<file path="src/rtl/sdram_wb_selftest.sv">
// Power-up self-test initiator: writes a seeded pattern over a Wishbone B4 pipelined
// port, reads it back, and latches a sticky pass/fail plus the first failing word.
module sdram_wb_selftest #(
  parameter int unsigned       ADDR_W    = 25,
  parameter int unsigned       NUM_WORDS = 1024,
  parameter logic [ADDR_W-1:0] BASE_ADDR = '0,
  parameter logic [31:0]       SEED      = 32'hA5A5_0001,
  parameter int unsigned       TIMEOUT   = 1023
) (
  input  logic              clk,
  input  logic              rst,
  input  logic              ready,
  output logic              wb_cyc,
  output logic              wb_stb,
  output logic              wb_we,
  output logic [ADDR_W-1:0] wb_addr,
  output logic [3:0]        wb_sel,
  output logic [31:0]       wb_wdata,
  input  logic [31:0]       wb_rdata,
  input  logic              wb_ack,
  input  logic              wb_stall,
  output logic              pass_led,
  output logic              fail_led,
  output logic              busy,
  output logic [ADDR_W-1:0] err_addr,
  output logic [31:0]       err_data
);

  localparam int unsigned   TW       = $clog2(TIMEOUT + 1);
  localparam logic [16:0]   LAST     = 17'(NUM_WORDS - 1);
  localparam logic [TW-1:0] TMO_LAST = TW'(TIMEOUT - 1);

  typedef enum logic [2:0] {
    S_IDLE, S_WR_REQ, S_WR_WAIT, S_GAP, S_RD_REQ, S_RD_WAIT, S_PASS, S_FAIL
  } state_t;

  state_t        state;
  logic [16:0]   idx;
  logic [16:0]   nxt;
  logic [TW-1:0] tmo;

  assign nxt = idx + 17'd1;

  function automatic logic [31:0] pattern(input logic [15:0] i);
    return SEED ^ {~i, i};
  endfunction

  function automatic logic [ADDR_W-1:0] addr_of(input logic [16:0] i);
    return BASE_ADDR + ADDR_W'(i);
  endfunction

  // The timeout counter spans request and ack of one word; it is only
  // cleared when the next request is issued, hence the >= compare in *_WAIT.
  always_ff @(posedge clk or negedge rst) begin
    if (!rst) begin
      state    <= S_IDLE;
      idx      <= '0;
      tmo      <= '0;
      wb_cyc   <= 1'b0;
      wb_stb   <= 1'b0;
      wb_we    <= 1'b0;
      wb_addr  <= '0;
      wb_sel   <= '0;
      wb_wdata <= '0;
      pass_led <= 1'b0;
      fail_led <= 1'b0;
      busy     <= 1'b0;
      err_addr <= '0;
      err_data <= '0;
    end else begin
      case (state)
        S_IDLE: begin
          if (ready) begin
            state    <= S_WR_REQ;
            idx      <= '0;
            tmo      <= '0;
            busy     <= 1'b1;
            wb_cyc   <= 1'b1;
            wb_stb   <= 1'b1;
            wb_we    <= 1'b1;
            wb_sel   <= '1;
            wb_addr  <= addr_of('0);
            wb_wdata <= pattern('0);
          end
        end
        S_WR_REQ, S_RD_REQ: begin
          if (!wb_stall) begin
            state  <= (state == S_WR_REQ) ? S_WR_WAIT : S_RD_WAIT;
            wb_stb <= 1'b0;
            wb_sel <= '0;
            tmo    <= tmo + TW'(1);
          end else if (tmo >= TMO_LAST) begin
            state    <= S_FAIL;
            wb_cyc   <= 1'b0;
            wb_stb   <= 1'b0;
            wb_we    <= 1'b0;
            wb_sel   <= '0;
            busy     <= 1'b0;
            fail_led <= 1'b1;
            err_addr <= wb_addr;
            err_data <= '0;
          end else begin
            tmo <= tmo + TW'(1);
          end
        end
        S_WR_WAIT: begin
          if (wb_ack) begin
            if (idx == LAST) begin
              state  <= S_GAP;
              idx    <= '0;
              wb_cyc <= 1'b0;
              wb_we  <= 1'b0;
            end else begin
              state    <= S_WR_REQ;
              idx      <= nxt;
              tmo      <= '0;
              wb_stb   <= 1'b1;
              wb_sel   <= '1;
              wb_addr  <= addr_of(nxt);
              wb_wdata <= pattern(nxt[15:0]);
            end
          end else if (tmo >= TMO_LAST) begin
            state    <= S_FAIL;
            wb_cyc   <= 1'b0;
            wb_we    <= 1'b0;
            busy     <= 1'b0;
            fail_led <= 1'b1;
            err_addr <= wb_addr;
            err_data <= '0;
          end else begin
            tmo <= tmo + TW'(1);
          end
        end
        S_GAP: begin
          state    <= S_RD_REQ;
          tmo      <= '0;
          wb_cyc   <= 1'b1;
          wb_stb   <= 1'b1;
          wb_sel   <= '1;
          wb_addr  <= addr_of('0);
          wb_wdata <= '0;
        end
        S_RD_WAIT: begin
          if (wb_ack) begin
            if (wb_rdata != pattern(idx[15:0])) begin
              state    <= S_FAIL;
              wb_cyc   <= 1'b0;
              busy     <= 1'b0;
              fail_led <= 1'b1;
              err_addr <= wb_addr;
              err_data <= wb_rdata;
            end else if (idx == LAST) begin
              state    <= S_PASS;
              wb_cyc   <= 1'b0;
              busy     <= 1'b0;
              pass_led <= 1'b1;
            end else begin
              state   <= S_RD_REQ;
              idx     <= nxt;
              tmo     <= '0;
              wb_stb  <= 1'b1;
              wb_sel  <= '1;
              wb_addr <= addr_of(nxt);
            end
          end else if (tmo >= TMO_LAST) begin
            state    <= S_FAIL;
            wb_cyc   <= 1'b0;
            busy     <= 1'b0;
            fail_led <= 1'b1;
            err_addr <= wb_addr;
            err_data <= '0;
          end else begin
            tmo <= tmo + TW'(1);
          end
        end
        default: ;
      endcase
    end
  end

endmodule
</file>
<file path="config.mk">
export PLATFORM = sky130hd
export DESIGN_NAME = sdram_wb_selftest
export DESIGN_NICKNAME = d
export VERILOG_FILES = /design/src/rtl/sdram_wb_selftest.sv
export SDC_FILE = /design/constraint.sdc
export NUM_CORES = 1
export LEC_CHECK = 0
export ABC_AREA = 1
export CAP_MARGIN = 20
export CORE_ASPECT_RATIO = 0.5
export CORE_UTILIZATION = 51
export DETAILED_ROUTE_END_ITERATION = 6
export GPL_TIMING_DRIVEN = 0
export PLACE_DENSITY = 0.79
export SETUP_SLACK_MARGIN = 0.02
export SYNTH_ARGS = -nofsm -noshare
export SYNTH_HDL_FRONTEND = slang
export SYNTH_SLANG_ARGS = --single-unit
</file>
<file path="constraint.sdc">
create_clock -name clk -period 2.2 [get_ports clk]
set_input_delay 0.44 -clock clk [delete_from_list [all_inputs] [get_ports clk]]
set_output_delay 0.44 -clock clk [all_outputs]
set_load 0.02 [all_outputs]
</file>
==> results.sh <==
export IMPL_leakage_nw=4.84
export IMPL_die_w_um=169
export IMPL_cts_root_buffer_cell="clkbuf_16"
export IMPL_final_antenna_net_count=0
export IMPL_endpoint_kind="flip-flop"
export IMPL_worst_pin_slew_ns=0.782
export IMPL_drt_wirelength_per_cell_um=16.7
export IMPL_fin_cells=1329
export IMPL_die_h_um=85.6
export IMPL_via_per_inst=5.36
export IMPL_slowest_stage="dfrtp_1"
export IMPL_ys_types=40
export IMPL_finalWirelength_um=22200
export IMPL_fillerInstances=1038
export IMPL_crit_type="reg -> reg"
export IMPL_grtUsageTotal=0.310
export IMPL_syn_avg_cell_area_um2=7.68
export IMPL_postSynthCellCount=928
export IMPL_drive_gt1_frac=0.147
export IMPL_coreArea_um2=13600
export IMPL_worstPathRequired_ns=2.52
export IMPL_grt_pass1_wl_um=34500
export IMPL_firstDrtPassIters=5
export IMPL_skew_ns=0.0179
export IMPL_grt_pass1_vias=6573
export IMPL_cpMostUsedCell="nand2_1"
export IMPL_cts_max_level=4
export IMPL_cp_cell_sequence="buf_8 -> inv_6 -> nand2_1 -> nand2_1 -> nand3_1 -> nor2_1 -> nand2_1 -> nor2_2 -> nand2_4 -> nand2_4 -> clkinvlp_4 -> buf_12 -> buf_4 -> nand3_1 -> nand2_1"
export IMPL_io_pins=161
export IMPL_grt_max_degree=93
export IMPL_start_kind="flip-flop"
export IMPL_hold_class="reg -> reg"
export IMPL_finalCriticalPeriod_ns=2.16
export IMPL_yosysSeqAreaShare=0.474
export IMPL_die_area_um2=14500
export IMPL_gp_congestion=0.915
export IMPL_cts_buffers=17
export IMPL_path_clk_slew_ns=0.07
export IMPL_synth_seq_cells=135
export IMPL_ys_flop_type="dfrtp_1"
export IMPL_timing_final_crit_share=0.982
export IMPL_power_density_nw_per_um2=556
export IMPL_synth_edf_count=0
export IMPL_final_core_util=0.734
export IMPL_diodes=0
export IMPL_power_total_mw=5.55
export IMPL_io_buffers=150
export IMPL_arrival_ns=2.48
export IMPL_drc=0
export IMPL_cts_tree="yes"
export IMPL_fin_nets=1164
export IMPL_ir_drop_mv=0.530
export IMPL_dp_cells=1278
export IMPL_clock_path_buffers=2
export IMPL_rsz0062_at_grt="true"
export IMPL_initial_core_util=0.524
export IMPL_final_max_slew_viol_count=0
export IMPL_synth_async_sr_flop_share=1.00
export IMPL_cap_violations=0
export IMPL_max_freq_ghz=0.463
export IMPL_status="finished clean"
export IMPL_fp_row_count=30
export IMPL_yosys_warnings=0
export IMPL_dp_hpwl_um=15900
export IMPL_crit_path_max_fanout=6
export IMPL_synthToLayoutAreaGrowth_pct=40.0
export IMPL_max_slew_margin_rel=0.479
export IMPL_clk_latency_ns=0.43
export IMPL_via_count=7128
export IMPL_drt_iter0_drc=845
export IMPL_setup_viol=0
export IMPL_grt_ovfl_total=0
export IMPL_syn_area_um2=7130
export IMPL_critPathMaxStageDelay_ns=0.41
export IMPL_antenna_found_initial=0
export IMPL_cts_sinks=135
export IMPL_finalHoldViolations=0
-- per-stage QoR --
stage	TNS (ns)	instance area (um^2)	hold WS, ns	worst slack (ns)
global route	-0.406	9980	0.483	-0.0398
floorplan	0	7150	0.144	0.266
global placement	-641.74	8890	0.458	-4.50
CTS	0	9600	0.481	0.0283
finish	0	9980	0.480	0.0387
detailed placement	-42.55	8920	0.383	-0.572
-- what timing repair did --
action | 4_1_cts | 5_1_grt
hold buffers | 1 | 0
buffers inserted | 3 | 14
gates resized for setup | 28 | 64
setup endpoints to repair | 125 | 130
hold endpoints to repair | 43 | 0
pin swaps | 5 | 10
gates cloned | 0 | 2
-- layout make-up --
type	instances	area, um^2	area share
clock buffers	17	425	0.0426
inverters	75	290	0.0291
flip-flops and latches	135	3390	0.339
repair buffers	171	1730	0.174
multi-input cells	661	3310	0.331
plain buffers	63	463	0.0464
well taps	192	240	0.0241
clock inverters	15	133	0.0133
-- critical path: cells and delay by family (launching register included) --
| family | cells | cell delay (ns) |
|---|---|---|
| buffers and inverters | 5 | 0.65 |
| AND/OR/NAND/NOR | 10 | 0.96 |
| flip-flops | 1 | 0.41 |
-- cell usage after synthesis, types with 2 or more instances --
library cell / number / area share
nand2_2: 7 / 0.0061
nor2_2: 4 / 0.0035
nand4_1: 22 / 0.019
xnor2_1: 21 / 0.026
buf_4: 25 / 0.026
xor2_1: 18 / 0.022
nor2_1: 92 / 0.048
a22oi_1: 2 / 0.0021
nor3_2: 2 / 0.0028
buf_1: 6 / 0.0032
clkbuf_1: 10 / 0.0053
nand2_1: 294 / 0.15
nand3b_1: 2 / 0.0021
inv_1: 62 / 0.033
nand3_1: 92 / 0.065
o21ai_0: 28 / 0.020
nand4_2: 3 / 0.0053
o21ai_1: 17 / 0.012
ha_1: 3 / 0.0053
buf_2: 21 / 0.015
o22ai_1: 3 / 0.0026
dfrtp_1: 135 / 0.47
a21oi_1: 16 / 0.011
nand3_2: 2 / 0.0028
inv_2: 13 / 0.0068
nor3_1: 14 / 0.0098
-- state kept, by name, summed over array words and instances, names as in the netlist --
name	count
busy	1
err_addr	25
err_data	32
fail_led	1
idx	17
pass_led	1
state	3
tmo	10
wb_addr	17
wb_cyc	1
wb_sel	1
wb_wdata	25
wb_we	1
-- worst paths after layout --
path	slack (ns)	depth (start not counted)	from	to
setup / recovery	0.04	15	idx[0]	err_data[11]
hold / removal	0.48	2	wb_wdata[9]	wb_wdata[9]
setup reg to reg	0.04	15	idx[0]	err_data[11]
hold reg to reg	0.48	2	wb_wdata[9]	wb_wdata[9]
max in group asynchronous	0.88	3	rst	idx[3]
min in group asynchronous	0.49	2	rst	err_addr[17]
-- per-layer routing --
metal	vias up	global-route usage	wire length, um	part of all wire
li1	3342	-	-	-
met1	3432	0.431	9800	0.44
met2	327	0.492	10200	0.46
met3	27	0.0771	1950	0.087
met4	0	0.0680	264	0.012
met5	-	0	0	0
-- placed cells by master, fill, tap and decap left out, types with 17 or more instances in the layout --
cell             synthesis  final
buf_4                   25     36
clkbuf_16                0     17
clkdlybuf4s50_1          0    149
dfrtp_1                135    129
inv_1                   62     61
nand2_1                294    292
nand3_1                 92     91
nand4_1                 22     22
nor2_1                  92     87
o21ai_0                 28     28
o21ai_1                 17     17
xnor2_1                 21     18
xor2_1                  18     18
-- cells by family (layout without fill, tap and decap cells) --
family	count (synthesis)	count (layout)	share of synthesized area
flip-flops	135	135	0.474
buffers and inverters	139	341	0.0913
other	1	8	0.000526
AND/OR/NAND/NOR	538	538	0.324
adder cells (fa/ha/maj)	3	3	0.00527
AO/OA/AOI/OAI	73	73	0.0569
XOR/XNOR	39	39	0.0479
-- power breakdown --
part	switching, mW	total (mW)	internal (mW)	leakage [nW]
Clock	1.27	2.76	1.49	0.260
Sequential	0.00959	2.50	2.49	1.84
Combinational	0.162	0.283	0.121	2.74
Total	1.45	5.55	4.10	4.84
No activity file was read; power rests on OpenSTA's default activity.
